## config.mk

```make
export PLATFORM = sky130hd
export DESIGN_NAME = div_sequencer_flat
export DESIGN_NICKNAME = d
export VERILOG_FILES = /design/src/rtl/div_sequencer_if.sv /design/src/rtl/div_sequencer.sv /design/src/flat_wrapper.sv
export SDC_FILE = /design/constraint.sdc
export NUM_CORES = 1
export LEC_CHECK = 0
export CAP_MARGIN = 0
export CORE_MARGIN = 8
export CORE_UTILIZATION = 43
export DETAILED_ROUTE_END_ITERATION = 6
export PLACE_DENSITY = 0.82
export SETUP_SLACK_MARGIN = 0.2
export SYNTH_ARGS = -nofsm -noshare
export SYNTH_HDL_FRONTEND = slang
export SYNTH_SLANG_ARGS = --single-unit
```

## constraint.sdc

```tcl
create_clock -name clk -period 1.9 [get_ports clk]
set_input_delay 0.38 -clock clk [delete_from_list [all_inputs] [get_ports clk]]
set_output_delay 0.38 -clock clk [all_outputs]
set_load 0.02 [all_outputs]
```

## src/rtl/div_sequencer_if.sv

```systemverilog
// Purpose: bundles the request/response and divider-core signals of div_sequencer.
// Ports  : start/signed_op/op_a/op_b in, busy/done/result/div_by_zero out (request side);
//          core_dividend/core_divisor out, core_quotient in (core side).
// Modports: master = ALU/decode side plus core model, slave = the sequencer itself.
interface div_sequencer_if #(
  parameter int WIDTH = 16
);
  logic             start;
  logic             signed_op;
  logic [WIDTH-1:0] op_a;
  logic [WIDTH-1:0] op_b;
  logic             busy;
  logic             done;
  logic [WIDTH-1:0] result;
  logic             div_by_zero;
  logic [WIDTH-1:0] core_dividend;
  logic [WIDTH-1:0] core_divisor;
  logic [WIDTH-1:0] core_quotient;

  modport slave (
    input  start, signed_op, op_a, op_b, core_quotient,
    output busy, done, result, div_by_zero, core_dividend, core_divisor
  );

  modport master (
    output start, signed_op, op_a, op_b, core_quotient,
    input  busy, done, result, div_by_zero, core_dividend, core_divisor
  );
endinterface

```

## src/rtl/div_sequencer.sv

```systemverilog
// Purpose: multi-cycle control around a combinational restoring divider core; takes a
//          signed/unsigned request, feeds the core magnitudes, sign-corrects the quotient.
// Latency: done one cycle after the start edge + SETTLE_CYCLES; divide-by-zero done the
//          cycle right after the start edge. Starts outside IDLE are dropped (no queuing).
// Ports  : clk, reset (async, active-high); bus (div_sequencer_if.slave) carries the
//          request/result handshake and the core operand/quotient signals.
module div_sequencer #(
  parameter int WIDTH         = 16,
  parameter int SETTLE_CYCLES = 8
) (
  input  logic           clk,
  input  logic           reset,
  div_sequencer_if.slave bus
);

  typedef enum logic [1:0] {
    S_IDLE = 2'd0,
    S_WAIT = 2'd1,
    S_DONE = 2'd2
  } state_t;

  localparam logic [7:0]       CNT_LOAD = 8'(SETTLE_CYCLES - 1);
  localparam logic [WIDTH-1:0] ONE      = {{(WIDTH-1){1'b0}}, 1'b1};

  state_t           state_q, state_d;
  logic [7:0]       cnt_q, cnt_d;
  logic             neg_q, neg_d;
  logic [WIDTH-1:0] result_q, result_d;
  logic             dbz_q, dbz_d;
  logic [WIDTH-1:0] dvd_q, dvd_d;
  logic [WIDTH-1:0] dvs_q, dvs_d;

  // Two's-complement magnitude; the most negative value maps onto itself, which is
  // still the right magnitude when read as unsigned.
  function automatic logic [WIDTH-1:0] mag(input logic [WIDTH-1:0] x);
    return x[WIDTH-1] ? (~x + ONE) : x;
  endfunction

  always_comb begin
    state_d  = state_q;
    cnt_d    = cnt_q;
    neg_d    = neg_q;
    result_d = result_q;
    dbz_d    = dbz_q;
    dvd_d    = dvd_q;
    dvs_d    = dvs_q;

    case (state_q)
      S_IDLE: begin
        if (bus.start) begin
          if (bus.op_b == '0) begin
            // Core is bypassed entirely; its operand registers keep the last job.
            result_d = '1;
            dbz_d    = 1'b1;
            state_d  = S_DONE;
          end else begin
            dvd_d   = bus.signed_op ? mag(bus.op_a) : bus.op_a;
            dvs_d   = bus.signed_op ? mag(bus.op_b) : bus.op_b;
            neg_d   = bus.signed_op & (bus.op_a[WIDTH-1] ^ bus.op_b[WIDTH-1]);
            cnt_d   = CNT_LOAD;
            dbz_d   = 1'b0;
            state_d = S_WAIT;
          end
        end
      end

      S_WAIT: begin
        if (cnt_q != 8'd0) begin
          cnt_d = cnt_q - 8'd1;
        end else begin
          // Negation wraps, so 0x8000 / -1 comes back as 0x8000 with no flag.
          result_d = neg_q ? (~bus.core_quotient + ONE) : bus.core_quotient;
          state_d  = S_DONE;
        end
      end

      S_DONE: begin
        state_d = S_IDLE;
      end

      default: begin
        state_d = S_IDLE;
      end
    endcase
  end

  always_ff @(posedge clk or posedge reset) begin
    if (reset) begin
      state_q  <= S_IDLE;
      cnt_q    <= 8'd0;
      neg_q    <= 1'b0;
      result_q <= '0;
      dbz_q    <= 1'b0;
      dvd_q    <= '0;
      dvs_q    <= '0;
    end else begin
      state_q  <= state_d;
      cnt_q    <= cnt_d;
      neg_q    <= neg_d;
      result_q <= result_d;
      dbz_q    <= dbz_d;
      dvd_q    <= dvd_d;
      dvs_q    <= dvs_d;
    end
  end

  assign bus.busy          = (state_q == S_WAIT);
  assign bus.done          = (state_q == S_DONE);
  assign bus.result        = result_q;
  assign bus.div_by_zero   = dbz_q;
  assign bus.core_dividend = dvd_q;
  assign bus.core_divisor  = dvs_q;

endmodule

```

## src/flat_wrapper.sv

```systemverilog
// flat-port wrapper written by rule: the top's interface ports become plain ports
module div_sequencer_flat 
#(
  parameter int WIDTH         = 16,
  parameter int SETTLE_CYCLES = 8
)
  (clk, reset, bus_start, bus_signed_op, bus_op_a, bus_op_b, bus_core_quotient, bus_busy, bus_done, bus_result, bus_div_by_zero, bus_core_dividend, bus_core_divisor);
  div_sequencer_if #(.WIDTH(WIDTH)) bus_i ();
  input  logic clk;
  input  logic reset;
  input wire logic [$bits(bus_i.start)-1:0] bus_start;
  input wire logic [$bits(bus_i.signed_op)-1:0] bus_signed_op;
  input wire logic [$bits(bus_i.op_a)-1:0] bus_op_a;
  input wire logic [$bits(bus_i.op_b)-1:0] bus_op_b;
  input wire logic [$bits(bus_i.core_quotient)-1:0] bus_core_quotient;
  output wire logic [$bits(bus_i.busy)-1:0] bus_busy;
  output wire logic [$bits(bus_i.done)-1:0] bus_done;
  output wire logic [$bits(bus_i.result)-1:0] bus_result;
  output wire logic [$bits(bus_i.div_by_zero)-1:0] bus_div_by_zero;
  output wire logic [$bits(bus_i.core_dividend)-1:0] bus_core_dividend;
  output wire logic [$bits(bus_i.core_divisor)-1:0] bus_core_divisor;
  assign bus_i.start = bus_start;
  assign bus_i.signed_op = bus_signed_op;
  assign bus_i.op_a = bus_op_a;
  assign bus_i.op_b = bus_op_b;
  assign bus_i.core_quotient = bus_core_quotient;
  assign bus_busy = bus_i.busy;
  assign bus_done = bus_i.done;
  assign bus_result = bus_i.result;
  assign bus_div_by_zero = bus_i.div_by_zero;
  assign bus_core_dividend = bus_i.core_dividend;
  assign bus_core_divisor = bus_i.core_divisor;
  div_sequencer #(.WIDTH(WIDTH), .SETTLE_CYCLES(SETTLE_CYCLES)) u_core (.clk(clk), .reset(reset), .bus(bus_i));
endmodule
```

**After elaboration in Yosys (flattened, before gate mapping)**

Cells that the tools add are included.

- Output and inout port bits: 51
- Word-level logic and storage cells: 51
- Bits in registers: 60
- Input port bits: 52

- $add $sub $neg: 4
- Multiplexer cells: 18
- Equality and inequality tests: 7
- Reduce and logical (&&, ||, !) cells: 9
- Bitwise operators: 6

Operators by type and width:

| cell | number |
|---|---|
| 16-bit two-way mux | 8 |
| 16-bit by 1-bit adder with 16-bit output (second input constant) | 3 |
| 16-bit inverter | 3 |
| 16-bit one-hot mux with 2 select lines | 1 |
| 8-bit two-way mux | 3 |
| 16-bit logical NOT | 1 |
| 8-bit one-hot mux with 2 select lines | 1 |
| 4-bit AND reduction | 2 |
| 8-bit nonzero test | 1 |
| 8-bit by 1-bit subtractor with 8-bit output (second input constant) | 1 |
| 2-bit two-way mux | 3 |
| 2-bit != test (second input constant) | 3 |
| 2-bit by 1-bit != test with 1-bit output (second input constant) | 2 |
| 2-bit one-hot mux with 2 select lines | 1 |
| 2-bit AND reduction | 2 |
| 3-bit AND reduction | 1 |
| 2-bit by 1-bit equality test with 1-bit output (second input constant) | 1 |
| 2-bit equality test (second input constant) | 1 |
| 2-bit logical NOT | 1 |
| 2-bit nonzero test | 1 |
| 1-bit bitwise AND | 1 |
| 1-bit two-way mux | 1 |
| 1-bit inverter | 1 |
| 1-bit XOR | 1 |

**Longest topological paths before layout**

Gate-level depths: netlist of run 1.

- Depth after elaboration: 5
- Depth in mapped cells: 8
- Depth with buffers taken out: 8

**Least setup slack after synthesis of run 1**

OpenSTA, ideal clock, no wires.

- Path type: register to register
- Start point: register u_core.cnt_q[0]
- End point: register u_core.result_q[1] (netlist: u_core.bus.result[1])
- Setup slack: -6 ps
- Arrival: 1833 ps
- Required time: 1827 ps
- Setup time: 73 ps
- Cell stages (with the launch flop): 9
- Path buffers: 1
- Clock period less this slack: 1906 ps
- Cells stage by stage: dfrtp_1 inv_1 ha_1 nor4bb_1 a22oi_1 a211oi_4 buf_6 nor2_1 a21oi_2

- Longest elaborated chain between the ends: 3

Ends and longest elaborated chain:

| what | line | source |
|---|---|---|
| start: declaration | div_sequencer.sv:26 | `logic [7:0] cnt_q, cnt_d;` |
| start signal: assignment | div_sequencer.sv:98 | `cnt_q <= cnt_d;` |
| 8-bit nonzero test | div_sequencer.sv:68 | `if (cnt_q != 8'd0) begin` |
| 2-bit != test (no source line) | - |  |
| 4-bit AND reduction (no source line) | - |  |
| end signal: assignment | div_sequencer.sv:100 | `result_q <= result_d;` |
| end: declaration | div_sequencer.sv:28 | `logic [WIDTH-1:0] result_q, result_d;` |

Every way passes these cells.
A chain may end at the register's enable or synchronous reset.

**Worst setup path in the final report of run 1**

- Start point: input port bus_core_quotient[9]
- End point: register u_core.result_q[12] (netlist: u_core.bus.result[12])

- Longest elaborated chain between the ends: 5

Ends and longest elaborated chain:

| what | line | source |
|---|---|---|
| start: declaration | flat_wrapper.sv:15 | `input wire logic [$bits(bus_i.core_quotient)-1:0] bus_core_quotient;` |
| 16-bit inverter | div_sequencer.sv:72 | `result_d = neg_q ? (~bus.core_quotient + ONE) : bus.core_quotient;` |
| 16-bit by 1-bit adder with 16-bit output | div_sequencer.sv:72 |  |
| 16-bit two-way mux | div_sequencer.sv:72 |  |
| 16-bit two-way mux | div_sequencer.sv:68 |  |
| 16-bit one-hot mux with 2 select lines | div_sequencer.sv:48 | `case (state_q)` |

Every way passes these cells. The select of a mux whose other input is x is not followed.

==> metrics.md, run 1 <==
| Metric | Value |
|---|---|
| Avg Synthesized Cell Area | 9.17 sq um |
| Initial antenna violation count | 0 |
| Crit path capture type | flip-flop |
| Top FF cell, synth | dfrtp_1 |
| N_diodes | 0 |
| Slowest cell on crit path | clkdlybuf4s50_1 |
| Port bufs | 102 |
| First-pass GRT wire length | 17900 um |
| Total negative slack | 0 ns |
| Area contributors post-synth | dfrtp_1, o21ai_0, xor2_1 |
| Status | finished clean |
| Ys async rst share | 1.00 |
| Most common cell in the netlist | dfrtp_1 |
| Endpoints failing hold | 0 |
| Setup crit start kind | input pin |
| Num CTS Buffers | 9 |
| Tightest Pin Transition | 0.632 ns |
| Share of the synthesized area in the top cell type | 0.449 |
| Commonest cells in the synthesized netlist | dfrtp_1, nand2_1, o21ai_0, nor2_1, xor2_1 |
| Hpwl dp | 7530 um |
| GR Overflow Total | 0 |
| Later-pin clock latency in the skew report | 0.34 ns |
| Tmin final | 1.86 ns |
| Fmax achieved | 538 MHz |
| Clock transition at path regs | 0.08 ns |
| Yosys top cell by area | dfrtp_1 |
| DRC errors left | 0 |
| FP Rows | 32 |
| Placed inst area | 0.00500 sq mm |
| DRT Pass-1 Iters | 4 |
| Total power draw | 7.14 mW |
| Slew headroom | 0.579 |
| Slowest cell delay on critical path | 0.44 ns |
| Max cap viols | 0 |
| Fin crit share | 0.978 |
| CTS Buffer Depth | 2 |
| Die height | 104 um |
| Number of global-route vias before repair | 3669 |
| Drt wl/cell | 16.9 um |
| Final instance area | 0.00571 sq mm |
| I/O pin cnt | 103 |
| Slew Viols, Final | 0 |
| Sequential cell area fraction in the yosys report | 0.449 |
| Hold Buf Count CTS | 0 |
| Post-synthesis cell count | 365 |
| Vias per cell | 5.28 |
| Largest net degree at the start of global routing | 48 |
| Netlist cell types | 46 |
| CTS sink cnt | 60 |
| Count of endpoints failing setup in the final report | 0 |
| # nets final | 602 |
| Hold Slack | 0.378 ns |
| Synth Register Bits | 60 |
| RSZ-0062 raised after global routing | yes |
| Root buffer cell | clkbuf_8 |
| Worst Hold Class | in2reg |
| Initial Util | 0.438 |
| Power Density | 1250 mW/mm^2 |
| Area Overhead vs Synth | 70.5% |
| Synth Net Count | 422 |
| Data required, critical path | 2.13 ns |
| Clk_skew | 0.0148 ns |
| 1st-iter DRT viols | 145 |
| Cell mode on critical path | or3_4 |
| H-tree depth | 3 |
| Post-route ant nets | 0 |
| Leak | 2.58 nW |
| Share of layout cells above drive strength 1 | 0.335 |
| Crit path DAT | 2.09 ns |
| CORE AREA | 0.00765 sq mm |
| Synthesized cell area | 0.00335 sq mm |
| Die Width | 104 um |
| Setup CP Type | in2reg |
| WL final | 11000 um |
| Crit-path cells | clkdlybuf4s50_1 -> or3_4 -> or3_4 -> o21ai_1 -> xor2_1 -> a21oi_2 |
| Max VDD drop | 0.000696 V |
| Number of flops mapped to enable cells by yosys | 0 |
| Tot GR Track Use | 0.197 |
| RePlAce Congestion | 0.845 |
| Die ar. | 0.0109 sq mm |
| Via count | 3444 |
| CTS tree | yes |
| Syn. warnings | 0 |
| Critical path peak fanout | 4 |
## final timing paths
kind	start	endpoint	slack, ns	cells after the start
min	bus_op_a[1]	u_core.bus.core_dividend[1]	0.38	3
max in group asynchronous	reset	u_core.bus.result[14]	0.96	3
min reg2reg	u_core.bus.core_divisor[3]	u_core.bus.core_divisor[3]	0.48	2
min in group asynchronous	reset	u_core.bus.result[2]	0.42	2
max	bus_core_quotient[9]	u_core.bus.result[12]	0.04	6
max reg2reg	u_core.cnt_q[3]	u_core.bus.result[1]	0.07	7
## state kept, by name, summed over array words and instances, names as in the netlist
register,count
u_core.state_q,2
u_core.bus.core_divisor,16
u_core.bus.div_by_zero,1
u_core.bus.result,16
u_core.neg_q,1
u_core.bus.core_dividend,16
u_core.cnt_q,8
## cell usage in the layout, fill, tap and decap left out, types with 4 or more instances in the layout
cell type / synthesis / layout
o21ai_1: 0 / 6
o31ai_1: 11 / 5
or3_4: 0 / 4
a21oi_2: 9 / 18
clkbuf_2: 0 / 8
dfrtp_1: 60 / 57
dlygate4sd2_1: 0 / 41
clkdlybuf4s50_1: 0 / 26
nand3_1: 8 / 4
buf_6: 1 / 7
a31oi_1: 6 / 5
dlymetal6s2s_1: 0 / 23
xor2_1: 25 / 25
a21oi_1: 18 / 9
xnor2_1: 17 / 17
buf_12: 0 / 4
clkbuf_8: 0 / 10
buf_4: 1 / 67
inv_2: 0 / 4
inv_1: 14 / 8
nand2_1: 50 / 48
nor2_1: 35 / 31
o21ai_0: 44 / 37
## cells by family after synthesis
group                    count (synthesis)  synth area share
XOR/XNOR                                42             0.110
buffers and inverters                   26            0.0336
AO/OA/AOI/OAI                           97             0.179
multiplexers                             2           0.00598
AND/OR/NAND/NOR                        133             0.204
flip-flops                              60             0.449
adder cells (fa/ha/maj)                  5            0.0187
## worst max-delay path: cells and delay by family
family | cells | cell delay, ns
xor gates and xnor gates | 1 | 0.23
buffers and inverters | 1 | 0.44
AOI/OAI and AO/OA | 2 | 0.24
and+or+nand+nor | 2 | 0.79
## cell type report
| cell class | instances | area [sq um] |
|---|---|---|
| clock buffers | 10 | 138 |
| multi-input cells | 279 | 2100 |
| flip-flops and latches | 60 | 1510 |
| repair buffers | 181 | 1680 |
| fillers | 499 | 1940 |
| well taps | 102 | 128 |
| clock inverters | 6 | 87.6 |
| inverters | 14 | 68.8 |
## stage by stage
stage,util,std cells,setup WS (ns)
2_1_floorplan,-,365,0.0414
3_3_place_gp,0.654,619,-0.388
3_5_place_dp,0.654,619,-0.485
4_1_cts,0.724,648,0.0741
5_1_grt,0.746,652,-0.0315
6_report,0.746,652,0.0413
## what timing repair did
item,CTS,global route
gates resized for setup,119,67
setup buffers,12,4
pin swaps,34,16
setup endpoints to repair,89,60
gates cloned,1,0
hold endpoints to repair,0,0
## metal layers
layer | part of all wire | up-vias | track usage
met2 | 0.51 | 111 | 0.341
li1 | - | 1637 | -
met5 | 0 | - | 0
met1 | 0.41 | 1675 | 0.230
met4 | 0.018 | 0 | 0.0683
met3 | 0.060 | 21 | 0.0514
## power by group
part	internal, mW	switching [mW]	leakage, nW
registers	1.82	0.417	0.698
logic	1.61	1.99	1.77
clock network	0.774	0.533	0.116
Note: power is estimated with default switching activity, not from simulation.
==> inputs of run 2 (changes only) <==
SKIP_CTS_REPAIR_TIMING = 1   (was not set)
==> run 2 against run 1 <==
The flow now finishes with violations (negative setup slack). Largest cell class unchanged. Register-to-register slack worse by 0.09 ns. Worst setup slack worse by 0.060 ns. Critical endpoint is now u_core.bus.result[8]. Sequential power hardly changed. Count of clock-buffer cells in the layout did not move. Global-route usage decreased by 1.4 points. Total power is 0.93% higher. Die area is the same. Sequential cell count unchanged. Cell count is 0.92% lower. Hold slack improved by 0.0078 ns. Highest routed layer unchanged. First-iteration DRC count is 26% lower.
==> metrics.md, run 2 (synthesis results as in run 1) <==
| Metric | Value |
|---|---|
| Status | complete, but fails checks |
| Violated checks | negative setup slack |
| Crit path capture type | flip-flop |
| First-pass GRT wire length | 16700 um |
| Count of endpoints failing setup in the final report | 8 |
| RePlAce Congestion | 0.845 |
| Leak | 2.97 nW |
| Tmin final | 1.92 ns |
| Initial antenna violation count | 0 |
| N_diodes | 0 |
| Buf/Inv on CP | 1 |
| Slew headroom | 0.552 |
| Die Width | 104 um |
| Critical path peak fanout | 8 |
| Share of layout cells above drive strength 1 | 0.313 |
| Most common cell after layout, fill and taps aside | dlymetal6s2s_1 |
| Total power draw | 7.21 mW |
| Tightest Pin Transition | 0.672 ns |
| Post-route ant nets | 0 |
| DRC errors left | 0 |
| I/O pin cnt | 103 |
| Drt wl/cell | 17.0 um |
| FP Rows | 32 |
| CP Depth | 6 |
| CTS sink cnt | 60 |
| Final instance area | 0.00580 sq mm |
| Power Density | 1240 mW/mm^2 |
| Area of the multi-input gates | 0.00208 sq mm |
| Root buffer cell | clkbuf_8 |
| Setup crit start kind | flip-flop |
| CTS tree | yes |
| GR Overflow Total | 0 |
| Initial Util | 0.438 |
| Most frequent cells in the layout | dlymetal6s2s_1, buf_4, dfrtp_1 |
| CTS Buffer Depth | 2 |
| Hold Slack | 0.386 ns |
| Crit-path cells | or4_4 -> nor2_4 -> nand3b_1 -> nor3_4 -> clkbuf_16 -> a21oi_2 |
| Clk_skew | 0.0122 ns |
| Total negative slack | -0.111 ns |
| Vias per cell | 5.32 |
| Clock transition at path regs | 0.08 ns |
| WL final | 11000 um |
| Port bufs | 102 |
| DRT Pass-1 Iters | 4 |
| Fin crit share | 1.01 |
| Register area | 0.00150 sq mm |
| Data required, critical path | 2.13 ns |
| Max VDD drop | 0.000700 V |
| Max cap viols | 0 |
| Crit path DAT | 2.15 ns |
| Num CTS Buffers | 9 |
| CP delay by family, top | simple AND/OR/NAND/NOR gates |
| Fmax achieved | 521 MHz |
| Slowest cell on crit path | or4_4 |
| Largest net degree at the start of global routing | 48 |
| Fillers | 478 |
| Area Overhead vs Synth | 73.3% |
| Die height | 104 um |
| # nets final | 596 |
| Hpwl dp | 7530 um |
| Via count | 3437 |
| Endpoints failing hold | 0 |
| 1st-iter DRT viols | 108 |
| Worst Hold Class | in2reg |
| Tot GR Track Use | 0.183 |
| Number of global-route vias before repair | 3465 |
| Worst r2r path cells | 6 |
| Setup CP Type | reg2reg |
| Final worst slack | -0.0188 ns |
| Slew Viols, Final | 0 |
| Slowest cell delay on critical path | 0.58 ns |
| Hold Path Stages | 3 |
| Die ar. | 0.0109 sq mm |
| CORE AREA | 0.00765 sq mm |
| H-tree depth | 3 |
| Final core utilization | 0.759 |
| RSZ-0062 raised after global routing | yes |
| Later-pin clock latency in the skew report | 0.34 ns |
| Placed inst area | 0.00500 sq mm |
## run 2: changes by cell type in the layout (fill, tap and decap cells not counted), sizes merged
cell	before	now
clkdlybuf4s50	26	24
inv	12	13
clkdlybuf4s15	4	0
buf	79	72
dlymetal6s2s	23	73
clkinv	5	4
clkbuf	18	16
dlygate4sd2	41	0
## run 2: report_power, final
| group | leakage [nW] | switching, mW | total [mW] | internal, mW |
|---|---|---|---|---|
| sequential | 0.699 | 0.444 | 2.26 | 1.82 |
| combinational | 2.15 | 1.96 | 3.64 | 1.68 |
| clock | 0.116 | 0.534 | 1.31 | 0.774 |
## run 2: area by class of cell
cell class	instances	share of cell area
Clock buffer	10	0.0237
Tap cell	102	0.0220
Inverter	14	0.0106
Clock inverter	6	0.0151
Multi-Input combinational cell	279	0.358
Timing Repair Buffer	175	0.311
Sequential cell	60	0.259
## run 2: path summary, 6_finish.rpt
check / startpoint / endpoint / slack, ns
min in group asynchronous: reset / u_core.bus.result[2] / 0.42
min reg2reg: u_core.bus.core_divisor[3] / u_core.bus.core_divisor[3] / 0.48
max in group asynchronous: reset / u_core.bus.result[14] / 0.96
max reg2reg: u_core.cnt_q[2] / u_core.bus.result[8] / -0.02
max: u_core.cnt_q[2] / u_core.bus.result[8] / -0.02
min: bus_op_a[1] / u_core.bus.core_dividend[1] / 0.39
## run 2: through the flow
stage | instances | setup slack [ns]
4_1_cts | 635 | -0.216
5_1_grt | 646 | -0.0855
3_3_place_gp | 619 | -0.388
2_1_floorplan | 365 | 0.0414
6_report | 646 | -0.0188
3_5_place_dp | 619 | -0.485
## run 2: metal layers
layer | vias up | global-route usage | routed length [um]
li1 | 1622 | - | -
met1 | 1676 | 0.221 | 4520
met2 | 121 | 0.307 | 5700
met3 | 18 | 0.0508 | 600
met4 | 0 | 0.0600 | 147
met5 | - | 0 | 0
## run 2: worst min-delay path: stages
cell and delay, ns:
dlymetal6s2s_1 0.16, nand2_1 0.07, a31oi_1 0.08
==> inputs of run 3 (changes only) <==
CTS_CLUSTER_DIAMETER = 100   (was not set)
SETUP_SLACK_MARGIN = 0.02   (was 0.2)
==> run 3 against run 2 <==
The flow still finishes with violations (negative setup slack). Largest cell class unchanged. Critical endpoint is now u_core.bus.result[14]. Total power increased by 4.1%. First-iteration DRC count increased by 68%. Global-route usage rose by 0.33 points. Sequential cell count is the same. Highest routed layer unchanged. Hold slack better by 0.0012 ns. Sequential power up 2%. Register-to-register slack worse by 0.07 ns. Maximum frequency fell by 3.7%. Non-clock buffer count rose by 10. Cell area shrank 0.69%. Via count grew 4.0%. Clock power up 7%.
==> metrics.md, run 3 (synthesis results as in run 1) <==
| Metric | Value |
|---|---|
| Status | complete, but fails checks |
| Violated checks | negative setup slack |
| Tmin final | 1.99 ns |
| Critical path peak fanout | 8 |
| DRT Pass-1 Iters | 4 |
| GR Overflow Total | 0 |
| Clock transition at path regs | 0.07 ns |
| Setup CP Type | reg2reg |
| Most common cell after layout, fill and taps aside | clkdlybuf4s50_1 |
| WL met1 | 4810 um |
| Slew headroom | 0.522 |
| Data required, critical path | 2.16 ns |
| Initial antenna violation count | 0 |
| Drt wl/cell | 18.7 um |
| Worst Hold Class | in2async |
| Root buffer cell | clkbuf_8 |
| Total negative slack | -0.411 ns |
| Area of the multi-input gates | 0.00198 sq mm |
| Die ar. | 0.0109 sq mm |
| Fmax achieved | 502 MHz |
| Later-pin clock latency in the skew report | 0.35 ns |
| Most frequent cells in the layout | clkdlybuf4s50_1, buf_4, dfrtp_1 |
| Die height | 104 um |
| Top sig layer | met4 |
| Initial Util | 0.438 |
| RSZ-0062 raised after global routing | yes |
| CORE AREA | 0.00765 sq mm |
| First-pass GRT wire length | 16900 um |
| Count of endpoints failing setup in the final report | 12 |
| Num CTS Buffers | 9 |
| DRC errors left | 0 |
| Area Overhead vs Synth | 72.1% |
| Leak | 2.55 nW |
| N_diodes | 0 |
| 1st-iter DRT viols | 181 |
| Final worst slack | -0.0928 ns |
| Post-place setup slack | -0.491 ns |
| Clk_skew | 0.0102 ns |
| I/O pin cnt | 103 |
| FP Rows | 32 |
| Share of layout cells above drive strength 1 | 0.278 |
| Register area | 0.00150 sq mm |
| H-tree depth | 3 |
| Vias per cell | 5.45 |
| Post-route ant nets | 0 |
| CTS Buffer Depth | 2 |
| Number of global-route vias before repair | 3542 |
| Tot GR Track Use | 0.186 |
| Fin crit share | 1.05 |
| Setup crit start kind | flip-flop |
| Max cap viols | 0 |
| Crit path DAT | 2.26 ns |
| Tightest Pin Transition | 0.717 ns |
| Fillers | 489 |
| DR WL met3 | 775 um |
| RePlAce Congestion | 0.841 |
| CTS sink cnt | 60 |
| WL final | 12200 um |
| Hpwl dp | 7610 um |
| # nets final | 606 |
| CTS tree | yes |
| Largest net degree at the start of global routing | 43 |
| Slew Viols, Final | 0 |
| Power Density | 1300 mW/mm^2 |
| Met2 wire length | 6210 um |
| Max VDD drop | 0.000816 V |
| Total power draw | 7.50 mW |
| Crit path capture type | flip-flop |
| Port bufs | 102 |
| Endpoints failing hold | 0 |
| Die Width | 104 um |
| Via count | 3574 |
-- run 3: cell count changes in the layout (fill, tap and decap cells not counted), moves of 4 or more --
cell and change:
nor2_1 +4, dlymetal6s2s_1 -53, a21oi_2 -4, nor2_2 -4, clkbuf_2 -5, clkdlybuf4s50_1 +58, buf_4 +5
-- run 3: per-stage QoR --
step,area (sq um),hold slack (ns),util,instances
4_1_cts,5260,0.370,0.688,641
6_report,5760,0.387,0.753,656
3_3_place_gp,5020,0.464,0.656,625
5_1_grt,5760,0.418,0.753,656
3_5_place_dp,5020,0.474,0.656,625
2_1_floorplan,3350,0.449,-,365
-- run 3: layout make-up --
class,instances,share of cell area
multi-input cells,279,0.343
inverters,14,0.00912
well taps,102,0.0222
clock buffers,9,0.0215
clock inverters,7,0.0200
repair buffers,185,0.323
flip-flops and latches,60,0.261
-- run 3: report_power, final --
part / switching, mW / internal (mW)
Clock: 0.534 / 0.866
Sequential: 0.485 / 1.82
Combinational: 1.96 / 1.84
-- run 3: metal layers --
metal / vias up / GRT usage
li1: 1635 / -
met1: 1766 / 0.226
met2: 132 / 0.306
met3: 41 / 0.0558
met4: 0 / 0.0683
met5: - / 0
-- run 3: worst paths after layout --
check                                            start                          end  slack [ns]  depth (start not counted)
min in group clk                           bus_op_b[0]   u_core.bus.core_divisor[0]        0.40                          3
max reg2reg                            u_core.cnt_q[0]        u_core.bus.result[14]       -0.09                          9
min                                              reset        u_core.bus.result[14]        0.39                          2
max in group asynchronous                        reset              u_core.cnt_q[2]        1.02                          3
min reg2reg                u_core.bus.core_divisor[12]  u_core.bus.core_divisor[12]        0.48                          2
max                                    u_core.cnt_q[0]        u_core.bus.result[14]       -0.09                          9
-- run 3: worst max-delay path, stage by stage, from the launching register on --
cell,delay (ns)
dfrtp_1,0.42
inv_2,0.10
ha_4,0.14
nor4bb_4,0.37
a22oi_2,0.13
a211oi_4,0.27
buf_6,0.16
clkbuf_16,0.15
nor2_1,0.05
a21oi_1,0.14
